==> src/rtl/traffic_pkg.sv <==
// Shared types and default timing constants for the intersection front-end.
package traffic_pkg;

  typedef enum logic [1:0] {LOW, WAIT_HIGH, HIGH, WAIT_LOW} deb_state_t;

  localparam int unsigned TICK_DIV_SIM    = 4;
  localparam int unsigned TICK_DIV_BOARD  = 50_000_000;
  localparam int unsigned SHORT_TICKS_DEF = 3;
  localparam int unsigned LONG_TICKS_DEF  = 8;
  localparam int unsigned DEB_CYCLES_DEF  = 4;

  // Counter width for values 0..n-1, never narrower than one bit.
  function automatic int unsigned width_of(input int unsigned n);
    return (n <= 1) ? 1 : $clog2(n);
  endfunction

endpackage

==> src/rtl/sn_debounce.sv <==
// Two-flop synchroniser followed by a debounce FSM; clean changes only after
// DEB_CYCLES consecutive identical synchronised samples.
module sn_debounce
  import traffic_pkg::*;
#(
  parameter int unsigned DEB_CYCLES = DEB_CYCLES_DEF
) (
  input  logic clk,
  input  logic reset,
  input  logic raw,
  output logic clean
);

  localparam int unsigned CntW = width_of(DEB_CYCLES);
  localparam logic [CntW-1:0] CntOne  = CntW'(1);
  localparam logic [CntW-1:0] CntLast = CntW'(DEB_CYCLES - 1);

  logic            sync1_q, sync2_q;
  deb_state_t      state_q, state_d;
  logic [CntW-1:0] cnt_q, cnt_d;

  always_ff @(posedge clk) begin
    if (reset) begin
      sync1_q <= 1'b0;
      sync2_q <= 1'b0;
      state_q <= LOW;
      cnt_q   <= '0;
    end else begin
      sync1_q <= raw;
      sync2_q <= sync1_q;
      state_q <= state_d;
      cnt_q   <= cnt_d;
    end
  end

  always_comb begin
    state_d = state_q;
    cnt_d   = cnt_q;
    case (state_q)
      LOW: begin
        if (sync2_q) begin
          state_d = WAIT_HIGH;
          cnt_d   = CntOne;
        end
      end
      WAIT_HIGH: begin
        if (!sync2_q)               state_d = LOW;
        else if (cnt_q == CntLast)  state_d = HIGH;
        else                        cnt_d   = cnt_q + CntOne;
      end
      HIGH: begin
        if (!sync2_q) begin
          state_d = WAIT_LOW;
          cnt_d   = CntOne;
        end
      end
      WAIT_LOW: begin
        if (sync2_q)                state_d = HIGH;
        else if (cnt_q == CntLast)  state_d = LOW;
        else                        cnt_d   = cnt_q + CntOne;
      end
      default: state_d = LOW;
    endcase
  end

  // Decoded from registered state only, so no combinational glitches.
  assign clean = (state_q == HIGH) || (state_q == WAIT_LOW);

endmodule

==> src/rtl/intersection_timing.sv <==
// Restartable interval timer (T/L) plus debounced car sensor (S) feeding the
// light controller.
module intersection_timing
  import traffic_pkg::*;
#(
  parameter int unsigned TICK_DIV    = TICK_DIV_SIM,
  parameter int unsigned SHORT_TICKS = SHORT_TICKS_DEF,
  parameter int unsigned LONG_TICKS  = LONG_TICKS_DEF,
  parameter int unsigned DEB_CYCLES  = DEB_CYCLES_DEF
) (
  input  logic clk,
  input  logic reset,
  input  logic SN,
  input  logic restart,
  output logic T,
  output logic L,
  output logic S
);

  localparam int unsigned PreW = width_of(TICK_DIV);
  localparam int unsigned CntW = $clog2(LONG_TICKS + 1);
  localparam logic [PreW-1:0] PreLast = PreW'(TICK_DIV - 1);
  localparam logic [PreW-1:0] PreOne  = PreW'(1);
  localparam logic [CntW-1:0] CntOne  = CntW'(1);
  localparam logic [CntW-1:0] ShortC  = CntW'(SHORT_TICKS);
  localparam logic [CntW-1:0] LongC   = CntW'(LONG_TICKS);

  logic [PreW-1:0] presc_q, presc_d;
  logic [CntW-1:0] count_q, count_d;
  logic            tick;

  assign tick = (presc_q == PreLast);

  // restart beats a coincident tick so the new interval starts from zero.
  always_comb begin
    presc_d = presc_q + PreOne;
    count_d = count_q;
    if (restart) begin
      presc_d = '0;
      count_d = '0;
    end else if (tick) begin
      presc_d = '0;
      if (count_q < LongC) count_d = count_q + CntOne;
    end
  end

  always_ff @(posedge clk) begin
    if (reset) begin
      presc_q <= '0;
      count_q <= '0;
    end else begin
      presc_q <= presc_d;
      count_q <= count_d;
    end
  end

  assign T = (count_q >= ShortC);
  assign L = (count_q >= LongC);

  sn_debounce #(
    .DEB_CYCLES(DEB_CYCLES)
  ) u_sn_debounce (
    .clk  (clk),
    .reset(reset),
    .raw  (SN),
    .clean(S)
  );

endmodule

==> config.mk <==
export PLATFORM = sky130hd
export DESIGN_NAME = intersection_timing
export DESIGN_NICKNAME = d
export VERILOG_FILES = /design/src/rtl/traffic_pkg.sv /design/src/rtl/sn_debounce.sv /design/src/rtl/intersection_timing.sv
export SDC_FILE = /design/constraint.sdc
export NUM_CORES = 1
export LEC_CHECK = 0
export CAP_MARGIN = 0
export CORE_MARGIN = 2
export CORE_UTILIZATION = 24
export CTS_CLUSTER_SIZE = 16
export DETAILED_ROUTE_END_ITERATION = 6
export PLACE_DENSITY_LB_ADDON = 0.15
export SETUP_SLACK_MARGIN = 0.5
export SLEW_MARGIN = 0
export SYNTH_ARGS = -nofsm -noshare
export SYNTH_HDL_FRONTEND = slang
export SYNTH_HIERARCHICAL = 1
export SYNTH_SLANG_ARGS = --single-unit
==> constraint.sdc <==
create_clock -name clk -period 1.6 [get_ports clk]
set_input_delay 0.48 -clock clk [delete_from_list [all_inputs] [get_ports clk]]
set_output_delay 0.48 -clock clk [all_outputs]
set_load 0.02 [all_outputs]
Yosys cells after proc, flatten, opt, wreduce, memory -nomap -nowiden
Index checks and enable logic that the tools add are counted.
- add/subtract/negate cells: 3
- $lt $le $gt $ge: 3
- mux-type cells: 12
- reductions and logical operators: 7
- equal/unequal tests: 11
- operators by type and width (operator ; number):
    $mux W2 ; 10
    $pmux W2 S4 ; 2
    $eq A2 B2 Y1 const B ; 4
    $reduce_and A4 Y1 ; 2
    $add A2 B1 Y2 const B ; 2
    $add A4 B1 Y4 const B ; 1
    $ge A4 B2 Y1 const B ; 1
    $ge A4 B4 Y1 const B ; 1
    $lt A4 B4 Y1 const B ; 1
    $ne A2 B1 Y1 const B ; 2
    $ne A2 B2 Y1 const B ; 2
    $ne A3 B1 Y1 const B ; 1
    $ne A3 B3 Y1 const B ; 1
    $reduce_or A3 Y1 ; 1
    $eq A2 B1 Y1 const B ; 1
    $logic_not A2 Y1 ; 1
    $reduce_and A2 Y1 ; 1
    $reduce_or A2 Y1 ; 1
    $logic_or A1 B1 Y1 ; 1
- logic and storage cells: 42
- register bits after elaboration: 12
- output and inout port bits: 3

Longest topological paths before layout
- word-level depth: 4
- gate-level depth with buffers: 4

Hierarchy
Netlist, hierarchy kept.
- by module, submodules not included (module ; area each (um^2) ; seq. area each (um^2) ; instances ; cells each):
    intersection_timing ; 272.8 ; 120.1 ; 1 ; 27
    sn_debounce ; 237.7 ; 120.1 ; 1 ; 23

Worst setup path after synthesis
No wires, ideal clock.
- path type: reg-to-output
- from: register count_q[0]
- to: output port T
- required time: 1.120 ns
- stages on the path, launching flop included: 3
- path slack: 0.122 ns
- arrival time: 0.998 ns
- cell sequence: dfxtp_1 > ha_1 > or3_2
- cells in the longest elaborated chain, start to end: 1
- ends and longest elaborated chain (item ; line ; source):
    start: declaration ; intersection_timing.sv:29 ; logic [CntW-1:0] count_q, count_d;
    start signal: assignment ; intersection_timing.sv:53 ; count_q <= count_d;
    $ge A4 B2 Y1 ; intersection_timing.sv:57 ; assign T = (count_q >= ShortC);
    end: declaration ; intersection_timing.sv:15 ; output logic T,
Every way passes these cells.

Worst setup path in the final report
Ends and elaborated chain as after synthesis.

==> metrics.md <==
| Metric | Value |
|---|---|
| Row cnt | 16 |
| Failing checks | negative setup slack |
| Post-synthesis cell area | 510 um2 |
| Slew Limit Headroom | 0.842 |
| Crit start category | flip-flop |
| Status | finished with violations |
| Vias in the first global route | roughly 320 |
| Vias after detailed routing | roughly 370 |
| Die ar. | around 2500 um2 |
| Crit path cell chain | ha_2 -> or3_4 -> buf_6 |
| DRC | 0 |
| Slew Limit Fails | 0 |
| Total grt overflow | 0 |
| Power Density | 787 nW/um2 |
| Worst Hold Path EP | u_sn_debounce/sync2_q |
| Core box area | roughly 2000 um2 |
| Routability cong. | 0.676 |
| Slowest cell on crit path | dfxtp_2 |
| CTS tree | done |
| Crit path DAT | 1.24 ns |
| Worst setup EP type | output port |
| R2R setup slack | 0.55 ns |
| Setup TNS | -0.115 ns |
| Peak supply drop | roughly 0.49 mV |
| DRT antenna net count | 0 |
| Crit Path Class | reg2out |
| Gr usage total | 0.0809 |
| Worst-Margin Slew | 0.236 ns |
| Tcrit/Tclk final | 1.07 |
| # diodes | 0 |
| Hpwl dp | 599 um |
| Final hold vios | 0 |
| Yosys cell types | 24 |
| Worst R2R Path Depth | 4 |
| Clock Path Buffers | 2 |
| Post-layout util | 0.379 |
| Sequential area share after synthesis | 0.471 |
| Max-cap violations | 0 |
| Clock Sinks | 12 |
| Via density | 4.09 |
| I/O pin count | 7 |
| Clock transition at path regs | roughly 0.080 ns |
| # H-tree levels | 1 |
| Share of cells above drive strength 1 | 0.469 |
| FMAX | between 500 and 600 MHz |
| Initial core utilization | 0.258 |
| Worst min path class | reg2reg |
| Post-Synthesis Cells | 50 |
| Initial antenna violation count | 0 |
| WHS Path Cells | 1 |
| Port bufs | 6 |
| Largest net degree at the start of global routing | 8 |
| Leak pwr | 0.000297 uW |
| Die extent in x | 50.1 um |
| Die Ht | about 50 um |
| Crit path largest cell delay | 0.33 ns |
| Final min period | 1.72 ns |
| Crit Path Max Fanout | 2 |
| Clock skew | 0.00219 ns |
| Synthesis-to-finish area growth | 47.1% |
| Avg Inst Size Synth | 10.2 um2 |
| Cts-stage hold buffer count | 0 |
| Yosys reg bits | 12 |
| Worst hold start | u_sn_debounce/sync1_q |
| Pre-Repair DR Iteration Count | 2 |
| Clock root cell | clkbuf_4 |
| Final worst slack | -0.115 ns |
| CTS Buf Count | 3 |
| Post-Route WL | 849 um |
| RSZ-0062 raised after global routing | yes |
| Reg-to-reg critical path endpoint | u_sn_debounce/cnt_q[1] |
| Clock latency on the worst-skew pair | 0.28 ns |
| Hold WS | 0.440 ns |
| Drt wl/cell | 9.33 um |
| First-pass GRT wire length | 1410 um |
| Syn Nets | 58 |
| Initial drt markers | 6 |
| Nets | 73 |
| Critical path data required time | 1.12 ns |
| Final Setup Violations | 1 |
| Ys Warns | 6 |
[cell usage in the layout (no fill, tap or decap), drive strengths merged]
master         netlist  routed
dfxtp               12      12
buf                  1      10
nor2                 5       5
nor2b                5       5
clkbuf               1       4
ha                   4       4
nand2                3       3
inv                  2       2
xor2                 2       2
a21oi                2       2
or3                  1       1
or2                  1       1
and2b                1       1
mux2i                1       1
nor3b                1       1
a41oi                1       1
nor3                 1       1
xnor2                1       1
nand3b               1       1
clkdlybuf4s50        0       1
dlygate4sd2          0       1
dlymetal6s2s         0       1
a311oi               1       1
nand3                1       1
a32o                 1       1
[stage by stage]
| stage | cells | setup WS, ns | cell area [um2] | total power (uW) |
|---|---|---|---|---|
| after floorplan | 50 | 0.236 | 510 | 330 |
| after global placement | 86 | -0.223 | 636 | 343 |
| after detailed placement | 86 | -0.230 | 636 | 344 |
| after CTS | 90 | -0.124 | 702 | 594 |
| after global routing | 91 | -0.155 | 751 | 620 |
| final | 91 | -0.115 | 751 | 591 |
[timing repair]
action	in CTS	in global routing
endpoints found under the setup margin	10	9
endpoints found under the hold margin	0	0
pin swaps	2	5
gates cloned	0	0
resized for setup	28	8
buffers inserted	0	1
[Yosys cell counts (all sizes together)]
cell type     n  area, um2
dfxtp        12        240
nor2          5       18.8
nor2b         5       31.3
ha            4       50.1
nand2         3       11.3
a21oi         2       10.0
inv           2       7.51
xor2          2       25.0
a311oi        1       8.76
a32o          1       10.0
a41oi         1       8.76
and2b         1       8.76
buf           1       5.00
clkbuf        1       3.75
dlygate4sd1   1       8.76
mux2i         1       10.0
nand3         1       5.00
nand3b        1       7.51
nor3          1       5.00
nor3b         1       12.5
or2           1       6.26
or3           1       7.51
xnor2         1       8.76
[layer usage]
metal  vias to the layer above  GRT usage  share of wire
met5                         -          0              0
met4                         0     0.0417          0.014
met3                         2     0.0636          0.071
met2                         7     0.0877           0.43
met1                       168      0.108           0.48
li1                        195          -              -
[worst max-delay path by stage]
stage / slack (ns) / end / cells past startpoint / from
2_1_floorplan: 0.24 / T / 2 / count_q[0]
3_3_place_gp: -0.22 / T / 3 / count_q[0]
3_5_place_dp: -0.23 / T / 3 / count_q[0]
4_1_cts: -0.12 / T / 3 / count_q[0]
5_1_grt: -0.15 / T / 3 / count_q[0]
6_report: -0.12 / T / 3 / count_q[0]
[worst max-delay path, delay by kind of cell (launching register included)]
family        cells  cell delay [ns]
flops             1             0.33
simple gates      1             0.32
fa+ha+maj         1             0.17
buf+inv           1             0.14
[report_power, final]
part	internal [uW]	total [uW]	switching (uW)
Sequential	306	313	6.70
Clock	138	247	108
Combinational	19.0	31.8	12.7
[state kept, by name, summed over array words and instances, names as in the netlist, named ones only]
register and flops:
u_sn_debounce/sync2_q 1, presc_q 2, u_sn_debounce/cnt_q 2, u_sn_debounce/sync1_q 1, count_q 4, u_sn_debounce/state_q 1
[logic make-up (layout without fill, tap and decap cells)]
group | count (synthesis) | after routing | synth area share
buffers and inverters | 5 | 19 | 0.0490
adders and majority gates | 4 | 4 | 0.0980
muxes | 1 | 1 | 0.0196
DFF | 12 | 12 | 0.471
and+or+nand+nor | 20 | 20 | 0.223
AOI/OAI and AO/OA | 5 | 5 | 0.0735
xor gates and xnor gates | 3 | 3 | 0.0662
[layout make-up]
type / instances / area, um2
fillers: 201 / 1230
multi-input cells: 33 / 302
flip-flops and latches: 12 / 246
repair buffers: 13 / 125
clock buffers: 4 / 36.3
well taps: 27 / 33.8
inverters: 2 / 7.51
No activity file was read; power rests on OpenSTA's default activity.
